<file path="src/rtl/mux_scan_nx1_pkg.sv">
// mux_scan_nx1_pkg: shared FSM state encoding and index-width helper
package mux_scan_nx1_pkg;
  typedef enum logic {MAN = 1'b0, SCAN = 1'b1} state_t;
  function automatic int clog2(input int n);
    int r;
    r = 0;
    while ((1 << r) < n) r++;
    return r;
  endfunction
endpackage

</file>
<file path="src/rtl/mux_scan_nx1_rr_next_valid.sv">
// rr_next_valid: first valid channel after ptr in round-robin order, wrapping onto ptr itself
module rr_next_valid import mux_scan_nx1_pkg::*; #(
  parameter int N = 4
) (
  input  logic [clog2(N)-1:0] ptr,
  input  logic [N-1:0]        valid,
  output logic [clog2(N)-1:0] nxt,
  output logic                any_valid
);
  localparam int SW = clog2(N);
  logic [SW-1:0] c;
  always_comb begin
    nxt = ptr;
    c = '0;
    for (int k = N; k >= 1; k--) begin
      c = SW'((int'(ptr) + k) % N);
      if (valid[c]) nxt = c;
    end
    any_valid = |valid;
  end
endmodule

</file>
<file path="src/rtl/mux_scan_nx1.sv">
// mux_scan_nx1: registered N:1 mux with manual select or round-robin scan over valid channels
module mux_scan_nx1 import mux_scan_nx1_pkg::*; #(
  parameter int N = 4,
  parameter int W = 8,
  parameter int DWELL = 1
) (
  input  logic                clk,
  input  logic                rst,
  input  logic [N*W-1:0]      d,
  input  logic [N-1:0]        d_valid,
  input  logic                mode,
  input  logic [clog2(N)-1:0] sel,
  input  logic                en,
  output logic [W-1:0]        y,
  output logic                y_valid,
  output logic [clog2(N)-1:0] y_ch
);
  localparam int SW = clog2(N);
  localparam int BW = clog2(N * W);
  state_t state, state_n;
  logic [SW-1:0] ptr, ptr_n, nxt, start, idx, sidx, y_ch_n;
  logic [7:0] dcnt, dcnt_n;
  logic [BW-1:0] base;
  logic [W-1:0] y_n;
  logic any_valid, fresh, in_range, y_valid_n, last;
  rr_next_valid #(.N(N)) u_next (
    .ptr(ptr),
    .valid(d_valid),
    .nxt(nxt),
    .any_valid(any_valid)
  );
  always_ff @(posedge clk) state <= rst ? MAN : state_n;
  always_comb state_n = en ? (mode ? SCAN : MAN) : state;
  always_comb begin
    start = (fresh || int'(sel) >= N) ? '0 : sel;
    idx = !mode ? sel : (state == SCAN ? ptr : start);
    in_range = int'(idx) < N;
    sidx = in_range ? idx : '0;
    base = BW'(sidx) * BW'(W);
    y_n = in_range ? d[base +: W] : y;
    y_ch_n = in_range ? idx : y_ch;
    y_valid_n = in_range && d_valid[sidx];
    last = dcnt == 8'(DWELL - 1);
    ptr_n = !mode ? ptr : (state == MAN ? start : (any_valid && last ? nxt : ptr));
    dcnt_n = !mode ? dcnt : ((state == MAN || !any_valid || last) ? '0 : dcnt + 8'd1);
  end
  always_ff @(posedge clk) begin
    if (rst) begin
      y <= '0;
      y_valid <= 1'b0;
      y_ch <= '0;
      ptr <= '0;
      dcnt <= '0;
      fresh <= 1'b1;
    end else if (en) begin
      y <= y_n;
      y_valid <= y_valid_n;
      y_ch <= y_ch_n;
      ptr <= ptr_n;
      dcnt <= dcnt_n;
      fresh <= 1'b0;
    end
  end
endmodule

</file>
<file path="config.mk">
export PLATFORM = sky130hd
export DESIGN_NAME = mux_scan_nx1
export DESIGN_NICKNAME = d
export VERILOG_FILES = /design/src/rtl/mux_scan_nx1_pkg.sv /design/src/rtl/mux_scan_nx1_rr_next_valid.sv /design/src/rtl/mux_scan_nx1.sv
export SDC_FILE = /design/constraint.sdc
export NUM_CORES = 1
export LEC_CHECK = 0
export BUFFER_PORTS_ARGS = -buffer_cell sky130_fd_sc_hd__buf_4
export CORE_ASPECT_RATIO = 0.7
export CORE_UTILIZATION = 41
export CTS_BUF_LIST = sky130_fd_sc_hd__clkbuf_8
export CTS_CLUSTER_SIZE = 30
export DETAILED_ROUTE_END_ITERATION = 10
export GPL_TIMING_DRIVEN = 0
export PLACE_DENSITY = 0.76
export REMOVE_ABC_BUFFERS = 1
export SETUP_SLACK_MARGIN = 0.05
export SLEW_MARGIN = 20
export SYNTH_ARGS = -nofsm -noshare
export SYNTH_HDL_FRONTEND = slang
export SYNTH_HIERARCHICAL = 1
export SYNTH_SLANG_ARGS = --single-unit
export TNS_END_PERCENT = 50
</file>
<file path="constraint.sdc">
create_clock -name clk -period 1.4 [get_ports clk]
set_input_delay 0.14 -clock clk [delete_from_list [all_inputs] [get_ports clk]]
set_output_delay 0.14 -clock clk [all_outputs]
set_load 0.1 [all_outputs]
</file>
==> results.md, run 1 <==
- Outcome: complete, but fails checks
- Violated checks: negative setup slack
- Root buf cell: clkbuf_8
- Endpoints failing setup: 6
- Crit path max-delay family: simple AND/OR/NAND/NOR gates
- Routed Antenna Nets: 0
- Via Count: ~1400
- Final wirelength: 4006 um
- Setup crit start kind: register
- Register area share after synthesis: 34.91%
- Core box area: around 0.0029 mm^2
- Seq cells post-synth: 23
- Ant diodes: 0
- Hold depth: 2
- Row count: 16
- Syn Inst Count: about 150
- Synthesized area per cell: around 9 um^2
- GP Congestion: 0.8664
- Commonest non-fill, non-tap cell in the layout: buf_4
- Cell variety after synth: 30
- Reg clk slew, reported paths: roughly 80 ps
- Crit Path Category: reg -> reg
- Cell taking the most area after synthesis: dfxtp_1
- Slew Viols, Final: 0
- Wire per inst: about 16 um
- Tmin final: roughly 1400 ps
- Final Hold Viols: 0
- Worst Setup SP: dcnt[0]$_SDFFE_PP0P_
- Endpoint class of the critical path: register
- Max incr delay on CP: around 340 ps
- Largest net degree at the start of global routing: 14
- Detailed placement HPWL: 2667 um
- Starting Density: a little under half
- Post-layout nets: ~250
- Setup Skew: 3.799 ps
- # DRC: 0
- Initial antenna violation count: 0
- Buf/Inv on CP: 1
- Latest clock arrival within the worst-skew pair: 270 ps
- Placed insts: 228
- Area of placed instances: approximately 0.0017 mm^2
- Pre-antenna DRT Iters: 4
- # Max-Cap Violations: 0
- Slew headroom: roughly 71%
- Cell Area, Synth: 0.001319 mm^2
- Setup ws final: -42.57 ps
- Die Area: between 0.003 and 0.004 mm^2
- FF-to-FF path depth: 6
- Slowest cell on the critical path: dfxtp_2
- CTS Buffer Depth: 2
- Reg2reg end: ptr[1]$_SDFFE_PP0P_
- Hold Path Class: in -> reg
- Worst hold path endpoint: ptr[1]$_SDFFE_PP0P_
- CP Max Fanout: 3
- Max frequency: 693.2 MHz
- Fillers: 210
- Die Span X: 69.79 um
- Power per cell area: 882.4 mW/mm^2
- Commonest cells after routing, fill and taps aside: buf_4, mux2i_1, dfxtp_1, nand2_1, nor2_1
- GRT Overall Usage: approximately a quarter
- H-tree depth reported by CTS: 1
- WP data required: around 1600 ps
- Total clock sinks: 23
- Worst VDD drop: ~0.56 mV
- RSZ-0062 raised after global routing: true
- Final core utilization: between 60% and 70%
- Layout cells sized above 1: a little under half
- CP Cell Sequence: inv_2, ha_2, nor4b_4, nand3_2, mux2_2, a21oi_2
- Number of global-route vias before repair: ~1500
- Leak: 0.8679 nW
- Area grow syn2layout: 47.91%
- I/O pin count: 53
- Least-Margin Pin Slew: between 400 and 500 ps
- CTS buffer count: 3
- Vias per Instance: approximately 5.7
- Post-synth top area share: 34.91%
- Hold_buf cts: 0
- Final Non-Filler Cells: around 250
- Starting DRT DRC Count: 75
- Period utilization: 103.0%
- Worst EP arrival: between 1500 and 2000 ps
- Register-to-register setup slack: -40 ps
- Design area: 0.001951 mm^2
- Port Buffer Count: 52
- Global-route wire length before repair: approximately 6700 um
- CTS tree: yes
- Yosys warnings: 6
- Worst hold start: rst
- TNS Setup: -151.5 ps
- Worst R2R Start: dcnt[0]$_SDFFE_PP0P_
- Chip height: about 49 um
- Gr ovfl total: 0
- Top cells by area, synth: dfxtp_1, mux2i_1, o221ai_1
[worst max path at each step]
| stage | to | slack [ps] | cells after the start |
|---|---|---|---|
| 6_report | ptr[1]$_SDFFE_PP0P_ | -40 | 6 |
| 3_3_place_gp | y[1]$_SDFFE_PP0P_ | -1450 | 3 |
| 5_1_grt | ptr[0]$_SDFFE_PP0P_ | -140 | 6 |
| 2_1_floorplan | y[5]$_SDFFE_PP0P_ | -1060 | 3 |
| 4_1_cts | ptr[0]$_SDFFE_PP0P_ | 20 | 6 |
| 3_5_place_dp | y[3]$_SDFFE_PP0P_ | -440 | 6 |
[repair_timing]
item,CTS,global route
setup endpoints to repair,20,19
pin swaps,7,11
buffers inserted,10,3
resized for setup,17,13
[power by group]
group	internal, mW	switching (mW)
registers	0.688	0.0287
clock network	0.199	0.212
logic	0.235	0.359
total	1.12	0.599
[kinds of logic after synthesis]
kind of cell,after synthesis,synth area share [%]
and+or+nand+nor,54,19.26
AOI/OAI and AO/OA,27,15.09
DFF,23,34.91
muxes,20,15.27
buffers and inverters,14,8.918
xor gates and xnor gates,7,4.649
adders and majority gates,2,1.897
[worst register-to-register path: stages (launching register included)]
cell and delay [ps]:
dfxtp_2 340, inv_2 60, ha_2 160, nor4b_4 260, nand3_2 160, mux2_2 300, a21oi_2 110
[Yosys cell counts]
master    count
o221ai_1      9
nand3_1      15
xnor2_1       6
a211oi_1      2
buf_6         6
or3_1         1
nor4_1        1
xor2_1        1
a31oi_1       2
mux2_2        1
or2_2         1
nor2_1       13
buf_12        1
a22oi_1       2
mux2i_1      19
o21ai_2       1
a32oi_1       3
clkbuf_1      1
inv_1         5
a21o_1        1
nand2_1      14
nand4_1       2
nor3_1        5
nand2b_1      1
buf_4         1
ha_1          2
a21oi_1       6
dfxtp_1      23
o21ai_1       1
nor4b_2       1
[metal layers]
layer | part of all wire (%) | track usage, % | up-vias | routed length [um]
li1 | - | - | 661 | -
met1 | 43 | 28.59 | 670 | 1726
met2 | 50 | 42.31 | 53 | 1985
met3 | 5.6 | 5.521 | 13 | 223
met4 | 1.8 | 11.00 | 0 | 71
met5 | 0 | 0 | - | 0
[metrics by stage]
| stage | setup slack (ps) | power, mW | hold WS, ps |
|---|---|---|---|
| after global routing | -140.8 | 1.798 | 85.19 |
| after global placement | -1448 | 1.227 | 367.6 |
| after detailed placement | -437.1 | 1.247 | 372.3 |
| final | -42.57 | 1.721 | 77.99 |
| after floorplan | -1055 | 1.058 | 209.1 |
| after CTS | 15.02 | 1.703 | 79.10 |
[final cells by class]
class / instances / area [um^2] / share of cell area (%)
clock inverters: 1 / 5.005 / 0.2566
multi-input cells: 110 / 827.0 / 42.40
flip-flops and latches: 23 / 475.5 / 24.37
clock buffers: 3 / 41.29 / 2.117
well taps: 36 / 45.04 / 2.309
inverters: 5 / 18.77 / 0.9622
repair buffers: 67 / 538.0 / 27.58
[registers in the layout, indices dropped and copies added (netlist names)]
name     flops
y_valid      1
dcnt         8
y_ch         2
ptr          2
y            8
fresh        1
state        1
No activity file was read; power rests on OpenSTA's default activity.
==> run 2, diff against run 1 <==
--- a/config.mk
+++ b/config.mk
@@ -5,14 +5,16 @@
 export SDC_FILE = /design/constraint.sdc
 export NUM_CORES = 1
 export LEC_CHECK = 0
-export BUFFER_PORTS_ARGS = -buffer_cell sky130_fd_sc_hd__buf_4
+export ABC_AREA = 1
+export BUFFER_PORTS_ARGS = -buffer_cell sky130_fd_sc_hd__buf_2
 export CORE_ASPECT_RATIO = 0.7
 export CORE_UTILIZATION = 41
 export CTS_BUF_LIST = sky130_fd_sc_hd__clkbuf_8
+export CTS_CLUSTER_DIAMETER = 50
 export CTS_CLUSTER_SIZE = 30
 export DETAILED_ROUTE_END_ITERATION = 10
 export GPL_TIMING_DRIVEN = 0
-export PLACE_DENSITY = 0.76
+export PLACE_DENSITY = 0.72
 export REMOVE_ABC_BUFFERS = 1
 export SETUP_SLACK_MARGIN = 0.05
 export SLEW_MARGIN = 20
==> run 2 against run 1 <==
  * The run now ends clean
  * Clock power up 4%
  * Hold slack better by 100 ps
  * Clock skew down 2.1 ps
  * Critical path depth up 5
  * Count of clock-buffer cells in the layout unchanged
  * Sequential cell count unchanged
  * Critical path type unchanged
  * Largest power group is now combinational logic
==> results.md, run 2 <==
- GP Congestion: 0.8170 (-5.7%)
- Syn Inst Count: 294 (+100%)
- Main flop type after synthesis: dfxtp_1
- Yosys warnings: 6 (unchanged)
- Routed Antenna Nets: 0 (unchanged)
- Final Hold Viols: 0 (unchanged)
- Starting Density: 44.41% (-0.71 points)
- Slew Viols, Final: 0 (unchanged)
- Detailed placement HPWL: 3127 um (+17%)
- Seq cells post-synth: 23 (unchanged)
- Number of global-route vias before repair: 1665 (+13%)
- Place WS: -392.0 ps (+45.04 ps)
- Die Span X: 81.32 um (+17%)
- Pre-antenna DRT Iters: 4 (unchanged)
- Commonest non-fill, non-tap cell in the layout: inv_1
- CP Cell Sequence: buf_12, o21ai_4, nand2_1, nand2_1, inv_2, nand3_1, nand2_1, nand2_1, nand4_1, nand2_1, nor2_1
- Tmin final: 1356 ps (-86.65 ps)
- Slew headroom: 65.16% (-6.1 points)
- Vias per Instance: 4.855 (-15%)
- Flip-flop and latch area: 474.2 um^2 (-0.26%)
- Crit Path Category: reg -> reg
- Endpoints failing setup: 0 (-6)
- Top cells by area, synth: dfxtp_1, nand3_1, inv_1
- Endpoint class of the critical path: register
- H-tree depth reported by CTS: 1 (unchanged)
- Cell Area, Synth: 0.001805 mm^2 (+37%)
- Wire per inst: 11.25 um (-31%)
- Outcome: finished, final reports clean
- Crit-path most repeated cell: nand2_1
- Post-layout nets: 399 (+57%)
- Slowest cell on the critical path: dfxtp_4
- Setup Skew: 1.654 ps (-2.144 ps)
- Cell variety after synth: 29 (-3.3%)
- Reg clk slew, reported paths: 80 ps (about the same)
- Period utilization: 96.85% (-6.2 points)
- Ant diodes: 0 (unchanged)
- Number of synthesized flops with an enable pin: 0 (unchanged)
- Via Count: 1971 (+41%)
- Async set-reset flop share out of synthesis: 0% (unchanged)
- Cell taking the most area after synthesis: dfxtp_1
- WP data required: 1570 ps (-30 ps)
- Synthesized area per cell: 6.141 um^2 (-32%)
- # DRC: 0 (unchanged)
- Leak: 1.355 nW (+56%)
- CTS buffer count: 3 (unchanged)
- # Max-Cap Violations: 0 (unchanged)
- Power per cell area: 805.4 mW/mm^2 (-8.7%)
- Gr ovfl total: 0 (unchanged)
- Layout cells sized above 1: 35.03% (-10 points)
- Top-count cell post-synth: inv_1
- Least-Margin Pin Slew: 522.7 ps (+94.60 ps)
- Post-synth top cells: inv_1, nand2_1, nand3_1, nor2_1, dfxtp_1
- Final wirelength: 4568 um (+14%)
- GRT Overall Usage: 19.37% (-4.9 points)
- Register area share after synthesis: 25.50% (-9.4 points)
- Setup ws final: 44.09 ps (+86.65 ps)
- CTS tree: yes
- Port Buffer Count: 52 (unchanged)
- CTS Buffer Depth: 2 (unchanged)
- Worst VDD drop: 0.5928 mV (+5.6%)
- Root buf cell: clkbuf_8
- RSZ-0062 raised after global routing: true
- Setup crit start kind: register
- CP Max Fanout: 6 (+3)
- Global-route wire length before repair: 7176 um (+7.7%)
- Area grow syn2layout: 30.42%
- Row count: 19 (+3)
- Largest net degree at the start of global routing: 25 (+11)
- Max incr delay on CP: 380 ps (+40 ps)
- Multi-input logic area: 0.001140 mm^2 (+38%)
- I/O pin count: 53 (unchanged)
- Total clock sinks: 23 (unchanged)
- Post-synth top area share: 25.50% (-9.4 points)
- Chip height: 57.52 um (+16%)
- Hold Path Class: in -> reg
- Latest clock arrival within the worst-skew pair: 270 ps (about the same)
- Hold WS: 180.2 ps (+102.2 ps)
- Commonest cells after routing, fill and taps aside: inv_1, buf_2, nand3_1, nand2_1, nor2_1
- Pwr Total: 1.897 mW (+10%)
- Worst EP arrival: 1530 ps (-120 ps)
- Top Registers: dcnt: 8 flops, y: 8 flops
- Final core utilization: 57.93% (-8.8 points)
- Fillers: 380 (+81%)
- Max frequency: 737.5 MHz (+6.4%)
- Initial antenna violation count: 0 (unchanged)
- Core box area: 0.004065 mm^2 (+39%)
- Die Area: 0.004677 mm^2 (+36%)
- Starting DRT DRC Count: 94 (+25%)
-- run 2: cell count changes in the layout (fill, tap and decap cells not counted), sizes merged, moves of 9 or more --
cell | previous run | this run
nor2 | 13 | 33
nand3 | 15 | 62
nand2 | 14 | 65
inv | 5 | 66
mux2i | 19 | 0
o221ai | 9 | 0
-- run 2: kinds of logic (layout without fill, tap and decap cells) --
| family | Yosys count | after routing | share of synthesized area [%] |
|---|---|---|---|
| fa+ha+maj | 2 | 2 | 1.386 |
| buf+inv | 75 | 134 | 18.57 |
| compound gates | 19 | 20 | 6.514 |
| xor+xnor | 2 | 2 | 0.9704 |
| flops | 23 | 23 | 25.50 |
| simple gates | 173 | 173 | 47.06 |
-- run 2: stage by stage --
stage	std cells	setup TNS (ps)	area (um^2)
finish	406	0	2355
global route	406	-229.1	2355
global placement	389	-4006	2048
floorplan	285	-19.49	1723
CTS	397	0	2150
detailed placement	389	-4204	2048
-- run 2: final cells by class --
| type | count | area share [%] |
|---|---|---|
| Multi-Input combinational cell | 197 | 48.41 |
| Timing Repair Buffer | 64 | 15.89 |
| Inverter | 66 | 10.73 |
| Clock inverter | 1 | 0.3188 |
| Tap cell | 52 | 2.763 |
| Clock buffer | 3 | 1.753 |
| Sequential cell | 23 | 20.14 |
-- run 2: report_power, final --
group,internal [mW],switching [mW],total [mW]
registers,0.691,0.0339,0.725
clock network,0.202,0.224,0.426
logic,0.236,0.509,0.745
total,1.13,0.767,1.90
-- run 2: timing repair --
item,in CTS,in global routing
hold buffers,0,0
resized for setup,10,38
gates cloned,0,1
setup buffers,4,8
pin swaps,1,20
setup endpoints to repair,13,18
-- run 2: critical path: cells and delay by family (launching register included) --
family          cells  cell delay [ps]
simple gates        8              540
compound gates      1              130
flops               1              380
buf+inv             2              190
-- run 2: metal layers --
metal	wire, um	GRT usage [%]
met5	0	0
met4	12	3.061
met3	293	3.200
met2	2016	29.17
met1	2246	29.14
-- run 2: path summary, 6_finish.rpt --
path	slack [ps]	start	to	cells past startpoint
min reg2reg	490	fresh$_SDFFE_PP1P_	fresh$_SDFFE_PP1P_	2
max reg2reg	40	ptr[0]$_SDFFE_PP0P_	ptr[1]$_SDFFE_PP0P_	11
max	40	ptr[0]$_SDFFE_PP0P_	ptr[1]$_SDFFE_PP0P_	11
min	180	rst	state$_SDFFE_PP0P_	2
